<file path="src/rtl/dogbattle_pkg.sv">
// Shared timing constants, derived VGA timing values and coordinate types for
// the Dog Battle frame sequencer.
package dogbattle_pkg;

  localparam int unsigned COORD_W = 10;
  localparam int unsigned FRAME_W = 8;

  typedef logic [COORD_W-1:0] coord_t;

  typedef enum logic {
    UPD_IDLE = 1'b0,
    UPD_REQ  = 1'b1
  } upd_state_e;

  localparam int unsigned DEF_CLK_DIV  = 2;
  localparam int unsigned DEF_H_ACTIVE = 640;
  localparam int unsigned DEF_H_FP     = 16;
  localparam int unsigned DEF_H_SYNC   = 96;
  localparam int unsigned DEF_H_BP     = 48;
  localparam int unsigned DEF_V_ACTIVE = 480;
  localparam int unsigned DEF_V_FP     = 10;
  localparam int unsigned DEF_V_SYNC   = 2;
  localparam int unsigned DEF_V_BP     = 33;

  localparam int unsigned H_TOTAL  = DEF_H_ACTIVE + DEF_H_FP + DEF_H_SYNC + DEF_H_BP;
  localparam int unsigned V_TOTAL  = DEF_V_ACTIVE + DEF_V_FP + DEF_V_SYNC + DEF_V_BP;
  localparam int unsigned HS_START = DEF_H_ACTIVE + DEF_H_FP;
  localparam int unsigned HS_END   = HS_START + DEF_H_SYNC;
  localparam int unsigned VS_START = DEF_V_ACTIVE + DEF_V_FP;
  localparam int unsigned VS_END   = VS_START + DEF_V_SYNC;

endpackage

</file>
<file path="src/rtl/dogbattle_axis_counter.sv">
// Enable-gated wrap counter (0..MAX) with a terminal-count flag; used for both
// the horizontal and vertical raster axes.
module dogbattle_axis_counter
  import dogbattle_pkg::*;
#(
  parameter int unsigned MAX = H_TOTAL - 1
) (
  input  logic   clk,
  input  logic   rst,
  input  logic   i_en,
  output coord_t o_cnt,
  output logic   o_tc_c
);

  coord_t r_cnt;

  assign o_tc_c = (r_cnt == COORD_W'(MAX));
  assign o_cnt  = r_cnt;

  always_ff @(posedge clk) begin
    if (rst) begin
      r_cnt <= '0;
    end else if (i_en) begin
      r_cnt <= o_tc_c ? '0 : r_cnt + COORD_W'(1);
    end
  end

endmodule

</file>
<file path="src/rtl/dogbattle_frame_sched.sv">
// VGA frame sequencer: pixel strobe, raster counters, sync/blank decode and the
// per-frame game-update handshake. Define DOGBATTLE_UPD_WDOG_EN to build the
// sticky overrun detector.
module dogbattle_frame_sched
  import dogbattle_pkg::*;
#(
  parameter int unsigned CLK_DIV  = DEF_CLK_DIV,
  parameter int unsigned H_ACTIVE = DEF_H_ACTIVE,
  parameter int unsigned H_FP     = DEF_H_FP,
  parameter int unsigned H_SYNC   = DEF_H_SYNC,
  parameter int unsigned H_BP     = DEF_H_BP,
  parameter int unsigned V_ACTIVE = DEF_V_ACTIVE,
  parameter int unsigned V_FP     = DEF_V_FP,
  parameter int unsigned V_SYNC   = DEF_V_SYNC,
  parameter int unsigned V_BP     = DEF_V_BP
) (
  input  logic               clk,
  input  logic               rst,
  output logic               pix_en,
  output coord_t             x,
  output coord_t             y,
  output logic               active,
  output logic               hsync,
  output logic               vsync,
  output logic               upd_req,
  input  logic               upd_ack,
  output logic               overrun,
  output logic [FRAME_W-1:0] frame_cnt
);

  localparam int unsigned DIV_W       = $clog2(CLK_DIV);
  localparam int unsigned LP_H_TOTAL  = H_ACTIVE + H_FP + H_SYNC + H_BP;
  localparam int unsigned LP_V_TOTAL  = V_ACTIVE + V_FP + V_SYNC + V_BP;
  localparam int unsigned LP_HS_START = H_ACTIVE + H_FP;
  localparam int unsigned LP_HS_END   = LP_HS_START + H_SYNC;
  localparam int unsigned LP_VS_START = V_ACTIVE + V_FP;
  localparam int unsigned LP_VS_END   = LP_VS_START + V_SYNC;

  logic [DIV_W-1:0]   r_div;
  logic               w_pix_en;
  logic               w_x_tc;
  logic               w_y_tc;
  logic               w_vblank_start;
  logic               w_frame_wrap;
  upd_state_e         r_upd_state;
  upd_state_e         w_upd_next;
  logic [FRAME_W-1:0] r_frame_cnt;

  // Pixel strobe divider
  assign w_pix_en = (r_div == DIV_W'(CLK_DIV - 1));

  always_ff @(posedge clk) begin
    if (rst) begin
      r_div <= '0;
    end else if (w_pix_en) begin
      r_div <= '0;
    end else begin
      r_div <= r_div + DIV_W'(1);
    end
  end

  dogbattle_axis_counter #(.MAX(LP_H_TOTAL - 1)) u_x_cnt (
    .clk    (clk),
    .rst    (rst),
    .i_en   (w_pix_en),
    .o_cnt  (x),
    .o_tc_c (w_x_tc)
  );

  dogbattle_axis_counter #(.MAX(LP_V_TOTAL - 1)) u_y_cnt (
    .clk    (clk),
    .rst    (rst),
    .i_en   (w_pix_en & w_x_tc),
    .o_cnt  (y),
    .o_tc_c (w_y_tc)
  );

  // Raster events, qualified on the strobe that moves the counters
  assign w_vblank_start = w_pix_en & w_x_tc & (y == COORD_W'(V_ACTIVE - 1));
  assign w_frame_wrap   = w_pix_en & w_x_tc & w_y_tc;

  assign pix_en = w_pix_en;
  assign active = (x < COORD_W'(H_ACTIVE)) && (y < COORD_W'(V_ACTIVE));
  assign hsync  = !((x >= COORD_W'(LP_HS_START)) && (x < COORD_W'(LP_HS_END)));
  assign vsync  = !((y >= COORD_W'(LP_VS_START)) && (y < COORD_W'(LP_VS_END)));

  // Update handshake; a new request takes priority over a concurrent ack
  always_ff @(posedge clk) begin
    if (rst) begin
      r_upd_state <= UPD_IDLE;
    end else begin
      r_upd_state <= w_upd_next;
    end
  end

  always_comb begin
    w_upd_next = r_upd_state;
    case (r_upd_state)
      UPD_IDLE: if (w_vblank_start) w_upd_next = UPD_REQ;
      UPD_REQ:  if (!w_vblank_start && upd_ack) w_upd_next = UPD_IDLE;
      default:  w_upd_next = UPD_IDLE;
    endcase
  end

  assign upd_req = (r_upd_state == UPD_REQ);

  always_ff @(posedge clk) begin
    if (rst) begin
      r_frame_cnt <= '0;
    end else if (w_frame_wrap) begin
      r_frame_cnt <= r_frame_cnt + FRAME_W'(1);
    end
  end

  assign frame_cnt = r_frame_cnt;

`ifdef DOGBATTLE_UPD_WDOG_EN
  logic r_overrun;

  // Sticky: a request still pending when the frame wraps missed its window
  always_ff @(posedge clk) begin
    if (rst) begin
      r_overrun <= 1'b0;
    end else if (w_frame_wrap && upd_req) begin
      r_overrun <= 1'b1;
    end
  end

  assign overrun = r_overrun;
`else
  assign overrun = 1'b0;
`endif

endmodule

</file>
<file path="config.mk">
export PLATFORM = sky130hd
export DESIGN_NAME = dogbattle_frame_sched
export DESIGN_NICKNAME = d
export VERILOG_FILES = /design/src/rtl/dogbattle_pkg.sv /design/src/rtl/dogbattle_axis_counter.sv /design/src/rtl/dogbattle_frame_sched.sv
export SDC_FILE = /design/constraint.sdc
export NUM_CORES = 1
export LEC_CHECK = 0
export CAP_MARGIN = 20
export CORE_ASPECT_RATIO = 0.8
export CORE_UTILIZATION = 53
export CTS_CLUSTER_SIZE = 16
export DETAILED_ROUTE_END_ITERATION = 10
export GPL_TIMING_DRIVEN = 0
export PLACE_DENSITY = 0.84
export SETUP_SLACK_MARGIN = 0.1
export SLEW_MARGIN = 10
export SYNTH_ARGS = -nofsm -noshare
export SYNTH_HDL_FRONTEND = slang
export SYNTH_SLANG_ARGS = --single-unit
</file>
<file path="constraint.sdc">
create_clock -name clk -period 6.05 [get_ports clk]
set_clock_uncertainty 0.1 [all_clocks]
set_input_delay 0.9075 -clock clk [delete_from_list [all_inputs] [get_ports clk]]
set_output_delay 0.9075 -clock clk [all_outputs]
set_load 0.05 [all_outputs]
</file>
-- Word level (Yosys, flattened, before mapping)
Cells that the tools add are included.
- multiplexer cells: 5
- bitwise operators: 4
- $add $sub $neg: 4
- magnitude comparators: 6
- reductions and logical operators: 8
- eq/ne operators: 3
- operators with widths (cell ; number):
    $add A10 B1 Y10 const B ; 2
    $eq A10 B10 Y1 const B ; 2
    $lt A10 B10 Y1 const B ; 2
    $lt A10 B9 Y1 const B ; 2
    $mux W10 ; 2
    $eq A10 B9 Y1 const B ; 1
    $ge A10 B10 Y1 const B ; 1
    $ge A10 B9 Y1 const B ; 1
    $add A8 B1 Y8 const B ; 1
    $logic_and A1 B1 Y1 ; 4
    $and A1 B1 Y1 ; 3
    $logic_not A1 Y1 ; 3
    $mux W1 ; 2
    $pmux W1 S2 ; 1
    $reduce_or A2 Y1 ; 1
    $add A1 B1 Y1 const B ; 1
    $not A1 Y1 ; 1
- output and inout port bits: 34
- logic and storage cells: 35
- bits in registers: 30
- bits of input ports: 3

-- Longest topological paths before layout
- depth after elaboration: 7
- gate-level depth with buffers: 7
- depth with buffers taken out: 6

-- Modules after synthesis
From an unflattened synthesis, not the netlist that was laid out.
- cell total of the unflattened synthesis: 172
- area total of the unflattened synthesis: 1501.4 µm²
- by module, submodules not included (module ; area an instance (µm²) ; sequential area each (µm²) ; instances ; cells each):
    dogbattle_frame_sched ; 528.0 ; 200.2 ; 1 ; 65
    dogbattle_axis_counter (u_y_cnt) ; 509.2 ; 200.2 ; 1 ; 56
    dogbattle_axis_counter (u_x_cnt) ; 464.2 ; 200.2 ; 1 ; 51

-- Least setup slack after synthesis
OpenSTA, ideal clock, no wires.
- path kind: register -> output
- from: register u_y_cnt.r_cnt[8], in the netlist u_y_cnt.o_cnt[8]
- to: output active
- path slack: 3.151 ns
- buffers on the path: 0
- required time: 5.043 ns
- cell stages (with the launch flop): 3
- arrival time: 1.891 ns
- cell sequence: dfxtp_1 and4_1 nor3_1
- cells in the longest elaborated chain, start to end: 2
- RTL lines (item ; RTL line ; text):
    from (decl) ; dogbattle_axis_counter.sv:15 ; coord_t r_cnt;
    from (signal assigned) ; dogbattle_axis_counter.sv:24 ; r_cnt <= o_tc_c ? '0 : r_cnt + COORD_W'(1);
    $lt A10 B9 Y1 ; dogbattle_frame_sched.sv:83 ; assign active = (x < COORD_W'(H_ACTIVE)) && (y < COORD_W'(V_ACTIVE));
    $logic_and A1 B1 Y1 ; dogbattle_frame_sched.sv:83 ;
    to (decl) ; dogbattle_frame_sched.sv:22 ; output logic active,
No other way between the ends.

-- Final worst setup path
- from: register u_x_cnt.r_cnt[6], in the netlist u_x_cnt.o_cnt[6]
- to: output hsync
- cells in the longest elaborated chain, start to end: 3
- elaborated cells between the ends (all ways): 4
- classes of those cells: 2 x order compare; 2 x reduce/logical
- RTL lines (item ; RTL line ; text):
    from (decl) ; dogbattle_axis_counter.sv:15 ;
    from (signal assigned) ; dogbattle_axis_counter.sv:24 ;
    $ge A10 B10 Y1 / $lt A10 B10 Y1 (equally long branches) ; dogbattle_frame_sched.sv:84 ; assign hsync = !((x >= COORD_W'(LP_HS_START)) && (x < COORD_W'(LP_HS_END)));
    $logic_and A1 B1 Y1 (*) ; dogbattle_frame_sched.sv:84 ;
    $logic_not A1 Y1 (*) ; dogbattle_frame_sched.sv:84 ;
    to (decl) ; dogbattle_frame_sched.sv:23 ; output logic hsync,
Every way passes the cells marked *; elsewhere a longest branch is shown, timed or not.

==> run summary <==
FF-to-FF path depth -> 6
post-cts sizing count -> 0
clk slew on worst S/H paths -> 80 ps
final critical-path required period -> 3125 ps
Hold Path Origin -> upd_req
logic gate share of total power -> 5.0%
initial cell density of the core -> 56.20%
Clock Sinks -> 30
routed vias -> 1540
r2r setup slk -> 3780 ps
synth top area cells -> dfxtp_1 (39%), a21oi_1 (6.1%), or4_1 (4.3%)
slowest CP cell -> clkdlybuf4s50_1
DRC -> 0
Die Height -> 50.43 µm
vias in the first global route -> 1415
Crit. End Element -> primary output
post-synthesis cell type count -> 32
critical setup path kind -> reg2out
Hold Vio Cnt, Final -> 0
worst path buffer plus inverter count -> 1
Final WS setup -> 2925 ps
vias per cell -> 5.789
Top Ports -> 37
maxcap violations -> 0
final setup fails -> 0
critical path arrival -> 2120 ps
Sw Ratio -> 21.29%
WL final -> 3879 µm
num rows -> 17
CTS tree -> built
pre-CTS setup slack -> 3267 ps
Synth area leader -> dfxtp_1
CP top delay family -> buffers and inverters
syn_nets -> 194
CP Cell Sequence -> nor3_1 > or4_1 > clkdlybuf4s50_1
count of mapped cells out of synthesis -> 186
RR Startpoint -> u_y_cnt.o_cnt[0]
Seq pwr share -> 52.3%
Port Buffers -> 35
hold depth -> 2
total grt overflow -> 0
CTS Hold Bufs -> 0
Least-Margin Pin Slew -> 514.9 ps
Peak VDD IR -> 0.1056 mV
Placeable Area -> 2765 µm²
Nets -> 236
H-tree levels -> 2
hold-critical path endpoint -> upd_req
register bit total from synthesis -> 30
final-layout fill cell count -> 220
RSZ-0062 raised after global routing -> no
initial antenna violation count -> 0
Placer Congestion -> 0.8721
setup bufs post-CTS -> 0
Clk pwr share -> 42.7%
Post-synth EDFFs -> 0
Mapped Area -> 1554 µm²
count leader, synth -> dfxtp_1
cell-internal power -> 0.3011 mW
n_diodes -> 0
max incr delay on CP -> 710 ps
Die Footprint -> 3154 µm²
root buf cell -> clkbuf_4
post-synthesis sequential area ratio -> 38.65%
status -> finished clean
Pleak -> 0.6716 nW
first-pass GRT wire length -> 6444 µm
Slew Viols, Final -> 0
crit path max fanout -> 8
yosys warns -> 0
Psw -> 0.08145 mW
Synth Area per Inst -> 8.355 µm²
Final Cycle Share -> 51.65%
Synth top cells by count -> dfxtp_1 (30), a21oi_1 (19), nand2_1 (12)
floorplan die width -> 62.54 µm
1st-iter DRT viols -> 92
TNS Setup -> 0 ps
GRT Util Overall -> 26.73%
CTS Buf Count -> 5
Max Fclk -> 0.3200 GHz
ys async rst share -> 0%
Antenna Nets Post-Route -> 0
min-delay worst type -> reg2reg
normalized max-slew margin -> 65.57%
Pwr per Cell Area -> 188.2 nW/µm²
CP Data Required Time -> 5040 ps
Syn-to-layout area delta -> 30.84%
share of layout cells above drive strength 1 -> 6.140%
maximum root-to-sink buffer count -> 2
Startpoint Class -> flip-flop
largest net degree at the start of global routing -> 11
post-DP HPWL -> 2799 µm
Top FF cell, synth -> dfxtp_1
drt wl/cell -> 14.58 µm
FF-to-FF End -> frame_cnt[4]
post-synth top area share -> 38.65%
Clk Latency, worst-skew pair -> 330 ps
Pre-antenna DRT Iters -> 5
flip-flops by register name (all words and copies together) (netlist names):
name and count:
frame_cnt 8, u_y_cnt.o_cnt 10, upd_req 1, u_x_cnt.o_cnt 10
pix_en 1
final cells by class:
type | instances | area, µm² | area share [%]
Multi-Input combinational cell | 138 | 870.8 | 42.83
Sequential cell | 30 | 600.6 | 29.54
Timing Repair Buffer | 35 | 350.3 | 17.23
Buffer | 12 | 60.06 | 2.954
Clock buffer | 6 | 51.30 | 2.523
Tap cell | 38 | 47.55 | 2.338
Clock inverter | 1 | 30.03 | 1.477
Inverter | 6 | 22.52 | 1.108
metal layers:
metal  GRT usage (%)  wire, µm  vias up
met5               0         0        -
met3           5.682       147        7
met4           9.302        42        0
met1           33.24      1777      725
met2           46.01      1910       40
li1                -         -      768
power by group through the flow:
stage               clock, mW  combinational (mW)  sequential (mW)
detailed placement          0              0.0190            0.205
CTS                     0.166              0.0190            0.200
global route            0.174              0.0203            0.200
finish                  0.163              0.0190            0.200
floorplan                   0             0.00799            0.209
global placement            0              0.0186            0.205
layout by cell type, fill, tap and decap left out:
| master | n |
|---|---|
| clkdlybuf4s50_1 | 35 |
| dfxtp_1 | 30 |
| a21oi_1 | 19 |
| nand2_1 | 12 |
| nor3_1 | 11 |
| nand3_1 | 10 |
| nand4_1 | 10 |
| or4_1 | 9 |
| o31ai_1 | 8 |
| o21ai_0 | 8 |
| clkbuf_1 | 7 |
| or3_1 | 7 |
| inv_1 | 6 |
| nor2_1 | 6 |
| and3_1 | 5 |
| and2_1 | 5 |
| xor2_1 | 5 |
| ha_1 | 5 |
| clkbuf_4 | 5 |
| xnor2_1 | 4 |
| buf_2 | 3 |
| nand2b_1 | 3 |
| and4_1 | 2 |
| o21a_1 | 1 |
| buf_6 | 1 |
| nor4b_1 | 1 |
| nor4b_4 | 1 |
| nand4_2 | 1 |
| nor4bb_1 | 1 |
| a21o_1 | 1 |
| o32ai_1 | 1 |
| nor2b_1 | 1 |
| buf_4 | 1 |
| conb_1 | 1 |
| clkbuf_8 | 1 |
| bufinv_16 | 1 |
cell families after synthesis:
logic type | synth area share, %
adders and majority gates | 4.026
and+or+nand+nor | 32.61
xor gates and xnor gates | 5.072
DFF | 38.65
AOI/OAI and AO/OA | 14.09
buffers and inverters | 5.314
other | 0.2413
worst register-to-register path, stage by stage, from the launching register on:
cell	delay, ps
dfxtp_1	380
inv_1	80
ha_1	150
nor4bb_1	460
nand3_1	330
or4_1	540
a21oi_1	150
per-stage QoR:
step	utilization (%)	power (mW)	hold slack (ps)	cells	area (µm²)
4_1_cts	73.53	0.3856	389.9	266	2033
3_5_place_dp	70.59	0.2237	379.4	259	1952
3_3_place_gp	70.59	0.2231	355.2	259	1952
2_1_floorplan	-	0.2174	589.9	186	1554
6_report	73.53	0.3826	385.1	266	2033
5_1_grt	73.53	0.3946	427.7	266	2033
how the worst max path moves through the flow:
stage	startpoint	endpoint	slack, ps	cells after the start
2_1_floorplan	u_y_cnt.o_cnt[8]	active	3150	2
3_3_place_gp	u_x_cnt.o_cnt[5]	hsync	3300	4
3_5_place_dp	u_x_cnt.o_cnt[6]	hsync	3270	3
4_1_cts	u_x_cnt.o_cnt[6]	hsync	2920	3
5_1_grt	u_x_cnt.o_cnt[6]	hsync	2840	3
6_report	u_x_cnt.o_cnt[6]	hsync	2920	3
Note: power is estimated with default switching activity, not from simulation.
